<file path="src/rtl/lc3x_mult_div_unit.sv">
// lc3x_mult_div_unit: iterative signed shift-add multiply / restoring divide with done pulse
module lc3x_mult_div_unit #(
  parameter int WIDTH = 16,
  parameter int CNT_W = 5
) (
  input  logic             clk,
  input  logic             reset_n,
  input  logic             start,
  input  logic             op,
  input  logic [WIDTH-1:0] a,
  input  logic [WIDTH-1:0] b,
  input  logic             flush,
  output logic             busy,
  output logic             done,
  output logic [WIDTH-1:0] result,
  output logic [WIDTH-1:0] remainder,
  output logic             div_zero
);
  typedef enum logic [1:0] {S_IDLE, S_CALC, S_DONE} state_t;
  state_t             r_state;
  logic [CNT_W-1:0]   r_cnt;
  logic               r_op, r_neg_q, r_neg_r, r_busy, r_done, r_div_zero;
  logic [WIDTH-1:0]   r_opnd, r_result, r_rem;
  logic [2*WIDTH-1:0] r_acc;
  logic [WIDTH-1:0]   w_mag_a, w_mag_b, w_lo, w_hi, w_res, w_rem;
  logic [WIDTH:0]     w_sum, w_trial;
  logic [2*WIDTH-1:0] w_acc_nxt;
  logic               w_b_zero;
  // The accumulator holds {partial product, multiplier} or {partial remainder, dividend/quotient}
  always_comb begin
    w_mag_a   = a[WIDTH-1] ? -a : a;
    w_mag_b   = b[WIDTH-1] ? -b : b;
    w_b_zero  = b == '0;
    w_sum     = {1'b0, r_acc[2*WIDTH-1:WIDTH]} + (r_acc[0] ? {1'b0, r_opnd} : '0);
    w_trial   = r_acc[2*WIDTH-1:WIDTH-1] - {1'b0, r_opnd};
    w_acc_nxt = !r_op ? {w_sum, r_acc[WIDTH-1:1]} :
                w_trial[WIDTH] ? {r_acc[2*WIDTH-2:0], 1'b0} :
                {w_trial[WIDTH-1:0], r_acc[WIDTH-2:0], 1'b1};
    w_lo      = w_acc_nxt[WIDTH-1:0];
    w_hi      = w_acc_nxt[2*WIDTH-1:WIDTH];
    w_res     = r_neg_q ? -w_lo : w_lo;
    w_rem     = !r_op ? '0 : r_neg_r ? -w_hi : w_hi;
  end
  always_ff @(posedge clk or negedge reset_n) begin
    if (!reset_n) begin
      r_state    <= S_IDLE;
      r_cnt      <= '0;
      r_op       <= 1'b0;
      r_neg_q    <= 1'b0;
      r_neg_r    <= 1'b0;
      r_busy     <= 1'b0;
      r_done     <= 1'b0;
      r_div_zero <= 1'b0;
      r_opnd     <= '0;
      r_result   <= '0;
      r_rem      <= '0;
      r_acc      <= '0;
    end else begin
      r_done <= 1'b0;
      case (r_state)
        S_IDLE: if (start && !flush) begin
          r_op       <= op;
          r_neg_q    <= a[WIDTH-1] ^ b[WIDTH-1];
          r_neg_r    <= a[WIDTH-1];
          r_cnt      <= CNT_W'(WIDTH);
          r_opnd     <= op ? w_mag_b : w_mag_a;
          r_acc      <= {{WIDTH{1'b0}}, op ? w_mag_a : w_mag_b};
          r_div_zero <= op && w_b_zero;
          if (op && w_b_zero) begin
            r_result <= '1;
            r_rem    <= a;
            r_done   <= 1'b1;
            r_state  <= S_DONE;
          end else begin
            r_busy  <= 1'b1;
            r_state <= S_CALC;
          end
        end
        S_CALC: if (flush) begin
          r_busy  <= 1'b0;
          r_state <= S_IDLE;
        end else begin
          r_acc <= w_acc_nxt;
          r_cnt <= r_cnt - 1'b1;
          if (r_cnt == CNT_W'(1)) begin
            r_result <= w_res;
            r_rem    <= w_rem;
            r_busy   <= 1'b0;
            r_done   <= 1'b1;
            r_state  <= S_DONE;
          end
        end
        default: r_state <= S_IDLE;
      endcase
    end
  end
  assign busy      = r_busy;
  assign done      = r_done && !flush;
  assign result    = r_result;
  assign remainder = r_rem;
  assign div_zero  = r_div_zero;
endmodule

</file>
<file path="config.mk">
export PLATFORM = sky130hd
export DESIGN_NAME = lc3x_mult_div_unit
export DESIGN_NICKNAME = d
export VERILOG_FILES = /design/src/rtl/lc3x_mult_div_unit.sv
export SDC_FILE = /design/constraint.sdc
export NUM_CORES = 1
export LEC_CHECK = 0
export ABC_AREA = 1
export CAP_MARGIN = 10
export CORE_MARGIN = 2
export CORE_UTILIZATION = 35
export DETAILED_ROUTE_END_ITERATION = 8
export GPL_TIMING_DRIVEN = 1
export SKIP_LAST_GASP = 1
export SYNTH_ARGS = -nofsm -noshare
export SYNTH_HDL_FRONTEND = slang
export SYNTH_SLANG_ARGS = --single-unit
</file>
<file path="constraint.sdc">
create_clock -name clk -period 9.9 [get_ports clk]
set_input_delay 1.98 -clock clk [delete_from_list [all_inputs] [get_ports clk]]
set_output_delay 1.98 -clock clk [all_outputs]
set_load 0.02 [all_outputs]
</file>
After elaboration in Yosys (flattened, before gate mapping):

Index checks and enable logic that the tools add are counted.

* register bits after elaboration: 93
* output and inout port bits: 35
* input bits: 37
* RAM bits: 0
* memory bits (read-only): 0
* word-level logic and storage cells: 81
* memories kept: 0
* bits in latches: 0

* multiplexer cells: 41
* divide/modulo/power cells: 0
* order comparisons: 0
* reductions and logical operators: 12
* add/sub/neg operators: 7
* bitwise operators: 1
* equal/unequal tests: 8
* shifts and indexed selects: 0
* multiply operators: 0

Operator list (count)
* 16-bit 2-to-1 mux: 16
* 32-bit 2-to-1 mux: 4
* 16-bit negation: 4
* 16-bit one-hot mux with 2 select lines: 2
* 32-bit one-hot mux with 2 select lines: 1
* 16-bit by 16-bit adder with 17-bit output: 1
* 17-bit by 16-bit subtractor with 17-bit output: 1
* 16-bit zero test: 1
* 5-bit 2-to-1 mux: 2
* 2-bit != test (second input constant): 5
* 5-bit one-hot mux with 2 select lines: 1
* 1-bit 2-to-1 mux: 8
* 2-bit 2-to-1 mux: 4
* 5-bit by 1-bit == test with 1-bit output (second input constant): 1
* 5-bit AND reduction: 1
* 5-bit by 1-bit subtractor with 5-bit output (second input constant): 1
* 1-bit one-hot mux with 2 select lines: 2
* 2-bit one-hot mux with 2 select lines: 1
* 2-bit AND reduction: 2
* 4-bit AND reduction: 1
* 1-bit logical AND: 3
* 3-bit != test (second input constant): 1
* 3-bit AND reduction: 1
* 2-bit by 1-bit == test with 1-bit output (second input constant): 1
* 4 further kinds: 4

Depth between registers and ports, before layout:

Gate-level depths: netlist of the first run.

* depth after elaboration: 9
* gate-level depth with buffers: 26
* depth with buffers taken out: 26

Worst setup path after synthesis of the first run:

Ideal clock, no wire load.

* path kind: input to output
* from: in flush
* to: out done
* data required time: 7.920 ns
* cell stages on the path: 1
* slack: 5.647 ns
* buffers on the path: 0
* arrival: 2.273 ns
* cell sequence: nor2_1

* longest elaborated chain between the ends: 2

Ends and longest elaborated chain
* start: declaration: line 12 `input logic flush,`
* 1-bit zero test: line 98 `assign done = r_done && !flush;`
* 1-bit logical AND: line 98
* end: declaration: line 14 `output logic done,`

Every way passes these cells.

Worst setup path after layout of the first run:

* from: in flush
* to: reg r_rem[9], in the netlist remainder[9]

* longest elaborated chain between the ends: 4
* elaborated cells on any way between the ends: 5
* classes of those cells: eq/ne (2); reduce/logical (3)

Ends and longest elaborated chain
* 1-bit zero test: line 61 `S_IDLE: if (start && !flush) begin`
* 1-bit logical AND: line 61
* 2-bit != test (no line)
* 5-bit AND reduction (no line) *
* end signal: assignment: line 87 `r_rem <= w_rem;`
* end: declaration: line 23 `logic [WIDTH-1:0] r_opnd, r_result, r_rem;`

Mark *: on every way between the ends. The rest lies on a longest branch, timed or not.
A chain may end at the register's enable or synchronous reset.

==> flow_metrics.py, run 1 <==
metrics = {
    "sta": {
        "rsz0062_at_grt": "false",
        "whs_ps": 481,
        "tightest_slew_ps": 1110,
        "finalSetupViolations": 0,
        "finalHoldViolations": 0,
        "worst_slack_ps": 4660,
        "clock_skew_ps": 11.6,
        "fin_crit_ps": 5240,
        "finalCritPeriodShare_pct": 52.9,
        "slew-limit-headroom_pct": 26.0,
        "slew_violations": 0,
        "fin_setup_tns_ps": 0,
        "fmax_ghz": 0.191,
    },
    "cells_and_area": {
        "fin_nets": 1354,
        "drive_above_1_share_pct": 6.01,
        "final_area_sq_mm": 0.00931,
        "area_delta_synth_final_pct": 15.5,
        "final_cells": 1567,
        "n_fill_cell": 2412,
        "num_antenna_cells": 0,
    },
    "clock_network": {
        "cts_resized": 0,
        "cts_sinks": 93,
        "cts_root_buf": "clkbuf_16",
        "post_cts_buffers": 0,
        "htreeDepth": 3,
        "cts.clk_slew.worst_paths_ps": 70,
        "insertion_delay_ps": 360,
        "cts_hold_buf": 0,
        "cts_buffers": 9,
        "cts_tree": "built",
        "cts.path.max_buffers": 2,
    },
    "routing": {
        "drc": 0,
        "vias": 8105,
        "ant_nets": 0,
        "drt-initial-drc-count": 604,
        "finalWirelength_um": 26500,
        "wl_per_cell_um": 16.9,
        "avgViaCountPerCell": 5.17,
        "firstDrtPassIters": 5,
    },
    "logic_synthesis": {
        "synth_top_area_share_pct": 28.9,
        "synth_edf_count": 0,
        "yosys.area.top_type": "dfrtp_1",
        "synth_cell_types": 48,
        "synthArstFlopShare_pct": 100,
        "syn_area_sq_mm": 0.00806,
        "ys_seq_area_share_pct": 28.9,
        "avgSynthCellArea_sq_um": 6.55,
        "yosys-top-cells-area": "dfrtp_1 (29%), nand2_1 (15%), inv_1 (8.3%), ha_1 (5.9%), nor2_1 (5.4%)",
        "ys_seq_elements": 93,
        "synth_warnings": 0,
        "syn_nets": 1307,
        "synth_flop_cell": "dfrtp_1",
        "netlist_instances": 1230,
    },
    "global_route": {
        "grt_antenna_before_repair": 0,
        "grt-ovfl-total": 0,
        "grt_pass1_vias": 7764,
        "grt_max_degree": 51,
        "track_usage_pct": 22.1,
        "grt_pass1_wl_um": 42000,
    },
    "critical_path": {
        "crit_end": "remainder[9]",
        "r2r_start": "r_acc[15]",
        "worstPathMaxFanout": 41,
        "startpoint": "flush",
        "start_kind": "input pin",
        "reg2reg_to": "result[14]",
        "cp_data_arrival_time_ps": 5490,
        "rrSetupSlack_ps": 5620,
        "cp_data_required_time_ps": 10150,
        "crit_type": "in2reg",
        "reg2reg_depth": 26,
        "cp-end-kind": "register",
    },
    "min_path": {
        "hold_path_class": "reg2reg",
        "hold_depth": 2,
    },
    "floorplanning": {
        "core_sq_mm": 0.0226,
        "initial_utilization_pct": 35.6,
        "die-area_sq_mm": 0.0243,
        "io_pins": 72,
        "die_w_um": 156,
        "die_h_um": 156,
        "row_count": 55,
    },
    "run_status": {
        "status": "complete, no violations",
    },
    "job": {
        "maxCapViolations": 0,
    },
    "pwr": {
        "p_leak_nw": 4.60,
        "p_per_area_mw_per_mm2": 385,
        "max-vdd-ir-drop_mv": 0.146,
    },
    "place": {
        "placed_cell_area_sq_mm": 0.00899,
        "place_worst_setup_slack_ps": 4280,
        "io_buffers": 71,
        "dpl.cell_count": 1551,
        "gp_congestion": 0.942,
        "dp_hpwl_um": 21000,
    },
}
==> synth_stat cells (3+ instances only) <==
library cell  count
inv_1           179
o22ai_1          21
o211ai_1         15
buf_2             7
clkbuf_1         29
xnor2_1          16
xor2_1           28
clkinv_1          4
nor4_1            4
o21ai_1           5
nand4_1           6
nor2_1          116
o21ai_0          83
o21bai_1          4
o221ai_1          7
a31oi_1           3
nand3b_1          8
nor2_2            8
nor3_1           11
a21oi_1          76
a21oi_2           3
nand2_2          17
nand3_2           9
inv_2             6
ha_1             38
nand2_1         315
o31ai_1           3
a22oi_1           6
buf_1             3
nand3_1          78
nand2_4           6
dfrtp_1          93
==> through the flow <==
stage                     power [mW]  utilization, %
final                           3.58            41.1
after global routing            3.91            41.1
after CTS                       3.58            41.1
after detailed placement        3.17            39.7
after global placement          3.16            39.7
after floorplan                 2.46               -
==> area by class of cell <==
cell class / instances / area [sq um] / area share (%)
timing repair buffer: 77 / 753 / 8.09
sequential: 93 / 2330 / 25.0
multi-input combinational: 907 / 4840 / 52.0
clock inverter: 3 / 68.8 / 0.739
clock buffer: 13 / 250 / 2.69
tap: 285 / 357 / 3.83
inverter: 189 / 709 / 7.62
==> layer usage <==
metal	track usage (%)	share of wire, %
met5	0	0
met4	5.46	1.8
met3	3.11	3.8
met2	38.2	49
met1	29.2	46
==> worst min-delay path by stage <==
stage	end	from	slack [ps]
6_report	busy	busy	480
4_1_cts	busy	busy	490
5_1_grt	result[11]	result[11]	510
3_3_place_gp	busy	busy	470
3_5_place_dp	busy	busy	470
2_1_floorplan	r_cnt[4]	r_cnt[4]	450
==> critical path, cell delays in order <==
cell and delay, ps:
clkdlybuf4s50_1 460, nor2_1 160, nand2_1 320, inv_1 470, nor2_1 140, inv_2 540
nand2_1 170, nor2_2 130, buf_4 330, inv_1 390, a21oi_1 280, a21oi_2 80
==> state kept, by name (all words and copies together) (netlist names) <==
register / flops
r_opnd: 16
r_done: 1
r_state: 2
r_neg_r: 1
div_zero: 1
r_op: 1
result: 16
remainder: 16
r_neg_q: 1
r_acc: 32
busy: 1
r_cnt: 5
==> cells by family after synthesis <==
logic type                 share of synthesized area, %
buffers and inverters                              11.1
xor gates and xnor gates                           4.78
and+or+nand+nor                                    31.9
DFF                                                28.9
AOI/OAI and AO/OA                                  17.0
adders and majority gates                          6.40
==> where the power goes <==
part / internal (mW) / switching, mW / total (mW)
sequential: 0.553 / 0.158 / 0.710
clock: 0.229 / 0.157 / 0.386
combinational: 0.840 / 1.64 / 2.48
total: 1.62 / 1.96 / 3.58
==> layout by cell type, fill, tap and decap left out, types with 7 or more instances in the layout <==
master | Yosys | layout
nand2_1 | 315 | 315
a21oi_1 | 76 | 76
inv_1 | 179 | 179
o22ai_1 | 21 | 21
xnor2_1 | 16 | 16
clkbuf_16 | 0 | 9
o221ai_1 | 7 | 7
clkdlybuf4s50_1 | 0 | 70
o211ai_1 | 15 | 15
xor2_1 | 28 | 28
buf_4 | 0 | 7
nand2_2 | 17 | 17
o21ai_0 | 83 | 83
ha_1 | 38 | 38
nor2_1 | 116 | 115
nor2_2 | 8 | 9
nor3_1 | 11 | 11
dfrtp_1 | 93 | 93
nand3_2 | 9 | 9
nand3b_1 | 8 | 8
nand3_1 | 78 | 78
Note: power is estimated with default switching activity, not from simulation.
==> run 2, diff against run 1 <==
==> constraint.sdc (replaced) <==
create_clock -name clk -period 5.21 [get_ports clk]
set_input_delay 1.042 -clock clk [delete_from_list [all_inputs] [get_ports clk]]
set_output_delay 1.042 -clock clk [all_outputs]
set_load 0.02 [all_outputs]
==> run 2 against run 1 <==
Compared with the run above: utilization hardly changed; hold slack gained 1.0 ps; power up 89%; clock power grew 76%; critical path type is now reg2reg; largest cell class unchanged.
==> flow_metrics.py, run 2 (synthesis gave the netlist of run 1 again) <==
metrics = {
    "run_status": {
        "status": "complete, no violations",
    },
    "critical_path": {
        "worstPathMaxFanout": 12,
        "cp_data_arrival_time_ps": 4290,
        "cp_data_required_time_ps": 5450,
        "cp-end-kind": "register",
        "r2r_start": "r_opnd[0]",
        "startpoint": "r_opnd[0]",
        "crit_type": "reg2reg",
        "start_kind": "register",
    },
    "floorplanning": {
        "row_count": 55,
        "die-area_sq_mm": 0.0243,
        "io_pins": 72,
        "die_w_um": 156,
        "core_sq_mm": 0.0226,
        "die_h_um": 156,
        "initial_utilization_pct": 35.6,
    },
    "pwr": {
        "p_per_area_mw_per_mm2": 726,
        "p_leak_nw": 4.61,
        "swShare_pct": 55.0,
        "switching_power_mw": 3.71,
        "clockPowerShare_pct": 10.1,
        "max-vdd-ir-drop_mv": 0.281,
        "p_int_mw": 3.04,
        "p_comb_share_pct": 69.9,
        "pwr-share-seq_pct": 20.1,
    },
    "clock_network": {
        "insertion_delay_ps": 360,
        "cts_resized": 0,
        "cts_buffers": 9,
        "cts_hold_buf": 0,
        "cts_sinks": 93,
        "post_cts_buffers": 0,
        "cts.path.max_buffers": 2,
        "cts.clk_slew.worst_paths_ps": 70,
        "cts_root_buf": "clkbuf_16",
        "htreeDepth": 3,
        "cts_tree": "built",
    },
    "global_route": {
        "grt-ovfl-total": 0,
        "track_usage_pct": 22.3,
        "grt_antenna_before_repair": 0,
        "grt_max_degree": 61,
        "grt_pass1_wl_um": 42200,
        "grt_pass1_vias": 7915,
    },
    "min_path": {
        "hp-start": "busy",
        "hold_path_class": "reg2reg",
    },
    "cells_and_area": {
        "layout_commonest_cell": "nand2_1",
        "fin_nets": 1357,
        "num_antenna_cells": 0,
        "drive_above_1_share_pct": 6.30,
        "final_cells": 1570,
        "regMostFlops": "r_acc",
        "largest_register_ffs": 32,
        "layout_common_cells": "nand2_1 (315), inv_1 (179), nor2_1 (115), dfrtp_1 (93), o21ai_0 (83)",
        "fin_util_pct": 41.1,
        "area_delta_synth_final_pct": 15.5,
    },
    "place": {
        "dpl.cell_count": 1554,
        "gp_congestion": 0.918,
        "io_buffers": 71,
        "dp_hpwl_um": 20800,
    },
    "routing": {
        "ant_nets": 0,
        "vias": 8181,
        "wl_per_cell_um": 16.8,
        "finalWirelength_um": 26400,
        "drt-initial-drc-count": 554,
        "firstDrtPassIters": 5,
        "avgViaCountPerCell": 5.21,
        "drc": 0,
    },
    "sta": {
        "slew_violations": 0,
        "finalCritPeriodShare_pct": 77.7,
        "clock_skew_ps": 9.31,
        "fin_crit_ps": 4050,
        "finalSetupViolations": 0,
        "tightest_slew_ps": 1160,
        "rsz0062_at_grt": "false",
        "finalHoldViolations": 0,
        "fin_setup_tns_ps": 0,
        "fmax_ghz": 0.247,
        "slew-limit-headroom_pct": 22.6,
    },
    "job": {
        "maxCapViolations": 0,
    },
}
-- run 2: cell types whose count changed in the layout (fill, tap and decap cells not counted), sizes merged --
cell and change:
clkbuf -1, buf +3, clkinv +1, bufinv -1, clkinvlp +1
-- run 2: worst paths after layout --
| path | end | slack [ps] | depth (start not counted) |
|---|---|---|---|
| setup / recovery | result[14] | 1160 | 25 |
| hold / removal | busy | 480 | 2 |
| setup reg to reg | result[14] | 1160 | 25 |
| hold reg to reg | busy | 480 | 2 |
| max in group asynchronous | r_opnd[5] | 3450 | 2 |
| min in group asynchronous | result[13] | 780 | 1 |
-- run 2: worst max-delay path, stage by stage, from the launching register on --
cell and delay (ps):
dfrtp_1 400, ha_1 240, fa_1 410, inv_1 130, nand2_1 60, nand2_1 60, nand3_1 80, nand2_2 130
nand2_4 80, nand2_4 80, nand2_2 80, nand2_4 190, o21ai_1 190, inv_1 110, ha_1 150, inv_1 50
nor3_1 250, nand2_1 160, nor3_1 260, nand2_1 140, o31ai_1 220, inv_1 90, nor2_1 130, nand2_1 70
o211ai_1 80, nand2_1 70
-- run 2: stage by stage --
stage                     total power, mW  hold WS, ps  area (sq um)  setup WS, ps
after floorplan                      4.68          448          8060          1900
after global placement               6.01          466          9010          1260
after detailed placement             6.02          470          9010          1190
after CTS                            6.73          489          9310          1200
after global routing                 7.41          507          9310           892
final                                6.75          482          9310          1160
-- run 2: layout make-up --
type | instances | area (sq um)
multi-input cells | 907 | 4840
flip-flops and latches | 93 | 2330
repair buffers | 80 | 776
inverters | 189 | 709
clock buffers | 12 | 246
well taps | 285 | 357
clock inverters | 4 | 47.5
fillers | 2395 | 13300
-- run 2: metal layers --
metal	up-vias	wire, um	GRT usage (%)
met1	3801	12100	30.2
li1	4082	-	-
met3	53	1180	3.08
met5	-	0	0
met4	0	868	8.52
met2	245	12300	36.1
-- run 2: power by group through the flow --
stage / registers [mW] / logic, mW / clock network (mW)
4_1_cts: 1.35 / 4.69 / 0.695
2_1_floorplan: 1.38 / 3.30 / 0
6_report: 1.35 / 4.72 / 0.680
3_5_place_dp: 1.36 / 4.65 / 0
3_3_place_gp: 1.35 / 4.66 / 0
5_1_grt: 1.40 / 5.29 / 0.720
==> run 3, diff against run 2 <==
==> constraint.sdc (replaced) <==
create_clock -name clk -period 3.45 [get_ports clk]
set_input_delay 0.69 -clock clk [delete_from_list [all_inputs] [get_ports clk]]
set_output_delay 0.69 -clock clk [all_outputs]
set_load 0.02 [all_outputs]
==> run 3 against run 2 <==
Compared with the run above: maximum frequency rose by 22%; register-to-register slack got worse by 1000 ps; worst setup slack worse by 1000 ps; die area unchanged; first-iteration DRC count increased by 12%; global-route usage is 0.69 points higher.
==> flow_metrics.py, run 3 (synthesis gave the netlist of run 1 again) <==
metrics = {
    "critical_path": {
        "cp_data_arrival_time_ps": 3560,
        "cp-end-kind": "register",
        "worstPathMaxFanout": 3,
        "startpoint": "r_opnd[0]",
        "cpMaxStageDelayCell": "dfrtp_1",
        "start_kind": "register",
        "r2r_start": "r_opnd[0]",
        "crit_type": "reg2reg",
        "slowest_delay_ps": 410,
        "cp_common_cell": "nand2_4",
        "cp_data_required_time_ps": 3690,
    },
    "floorplanning": {
        "row_count": 55,
        "die_w_um": 156,
        "io_pins": 72,
        "initial_utilization_pct": 35.6,
        "core_sq_mm": 0.0226,
        "die_h_um": 156,
        "die-area_sq_mm": 0.0243,
    },
    "min_path": {
        "hold_path_class": "in2async",
    },
    "clock_network": {
        "cts.clk_slew.worst_paths_ps": 70,
        "cts_buffers": 9,
        "cts_tree": "built",
        "htreeDepth": 3,
        "cts_hold_buf": 0,
        "cts_sinks": 93,
        "cts.path.max_buffers": 2,
        "cts_root_buf": "clkbuf_16",
        "insertion_delay_ps": 360,
    },
    "sta": {
        "slew_violations": 0,
        "whs_ps": 327,
        "rsz0062_at_grt": "true",
        "tightest_slew_ps": 758,
        "finalHoldViolations": 0,
        "finalSetupViolations": 0,
        "slew-limit-headroom_pct": 49.0,
        "worst_slack_ps": 128,
        "clock_skew_ps": 10.7,
        "fmax_ghz": 0.301,
        "finalCritPeriodShare_pct": 96.3,
        "fin_crit_ps": 3320,
    },
    "global_route": {
        "grt_pass1_vias": 8155,
        "grt_pass1_wl_um": 43300,
        "grt_max_degree": 55,
        "track_usage_pct": 23.0,
        "grt_antenna_before_repair": 0,
        "grt-ovfl-total": 0,
    },
    "cells_and_area": {
        "largest_register_ffs": 32,
        "fin_nets": 1430,
        "regMostFlops": "r_acc",
        "final_area_sq_mm": 0.0100,
        "area_delta_synth_final_pct": 24.1,
        "layout_common_cells": "nand2_1 (310), inv_1 (174), nor2_1 (113), dfrtp_1 (93)",
        "drive_above_1_share_pct": 13.1,
        "num_antenna_cells": 0,
        "layout_commonest_cell": "nand2_1",
        "n_fill_cell": 2381,
        "final_cells": 1642,
    },
    "job": {
        "maxCapViolations": 0,
    },
    "pwr": {
        "max-vdd-ir-drop_mv": 0.426,
        "p_per_area_mw_per_mm2": 1120,
        "p_leak_nw": 5.00,
    },
    "routing": {
        "drc": 0,
        "avgViaCountPerCell": 5.16,
        "wl_per_cell_um": 16.7,
        "firstDrtPassIters": 5,
        "vias": 8474,
        "drt-initial-drc-count": 618,
        "ant_nets": 0,
        "finalWirelength_um": 27400,
    },
    "place": {
        "dpl.cell_count": 1619,
        "dp_hpwl_um": 21700,
        "io_buffers": 71,
        "gp_congestion": 0.948,
        "place_worst_setup_slack_ps": -69.9,
        "placed_cell_area_sq_mm": 0.00951,
    },
    "run_status": {
        "status": "complete, no violations",
    },
}
-- run 3: changes by cell type in the layout (fill, tap and decap cells not counted), moves of 3 or more --
| cell | previous run | this run |
|---|---|---|
| buf_4 | 10 | 82 |
| ha_1 | 38 | 34 |
| inv_1 | 179 | 174 |
| inv_2 | 6 | 11 |
| nand2_1 | 315 | 310 |
| nand2_2 | 17 | 20 |
-- run 3: area by class of cell --
cell class | instances | area (sq um) | share of cell area, %
flip-flops and latches | 93 | 2330 | 23.3
multi-input cells | 907 | 4950 | 49.5
repair buffers | 153 | 1340 | 13.4
well taps | 285 | 357 | 3.57
clock inverters | 4 | 72.6 | 0.726
clock buffers | 11 | 243 | 2.43
inverters | 189 | 709 | 7.10
-- run 3: routing by layer --
| metal | up-vias | share of wire (%) | global-route usage, % |
|---|---|---|---|
| li1 | 4220 | - | - |
| met1 | 3990 | 46 | 30.9 |
| met2 | 210 | 45 | 37.1 |
| met3 | 54 | 4.9 | 3.31 |
| met4 | 0 | 3.9 | 9.52 |
| met5 | - | 0 | 0 |
-- run 3: power breakdown --
| part | internal [mW] | switching (mW) |
|---|---|---|
| Sequential | 1.59 | 0.363 |
| Combinational | 3.02 | 5.15 |
| Clock | 0.651 | 0.453 |
-- run 3: per-stage QoR --
stage / TNS, ps / total power, mW / utilization (%)
floorplan: 0 / 7.07 / -
global placement: 0 / 9.71 / 42.0
detailed placement: -69.9 / 9.74 / 42.0
CTS: 0 / 10.9 / 43.5
global route: -235 / 12.2 / 44.2
finish: 0 / 11.2 / 44.2
-- run 3: path summary, 6_finish.rpt --
| kind | cells past startpoint | endpoint | slack [ps] |
|---|---|---|---|
| hold / removal | 1 | result[15] | 330 |
| hold reg to reg | 2 | busy | 470 |
| max in group asynchronous | 2 | r_acc[19] | 2400 |
| setup / recovery | 26 | result[14] | 130 |
| min in group clk | 2 | busy | 470 |
| setup reg to reg | 26 | result[14] | 130 |
-- run 3: timing repair --
action / 4_1_cts / 5_1_grt
gates resized for setup: 3 / 29
pin swaps: 0 / 12
buffers inserted: 0 / 8
setup endpoints to repair: 1 / 12
-- run 3: worst max-delay path, delay by kind of cell, from the launching register on --
family                     cells  cell delay, ps
buffers and inverters          5             410
AOI/OAI and AO/OA              3             380
and+or+nand+nor               15            1240
DFF                            1             410
adders and majority gates      3             760
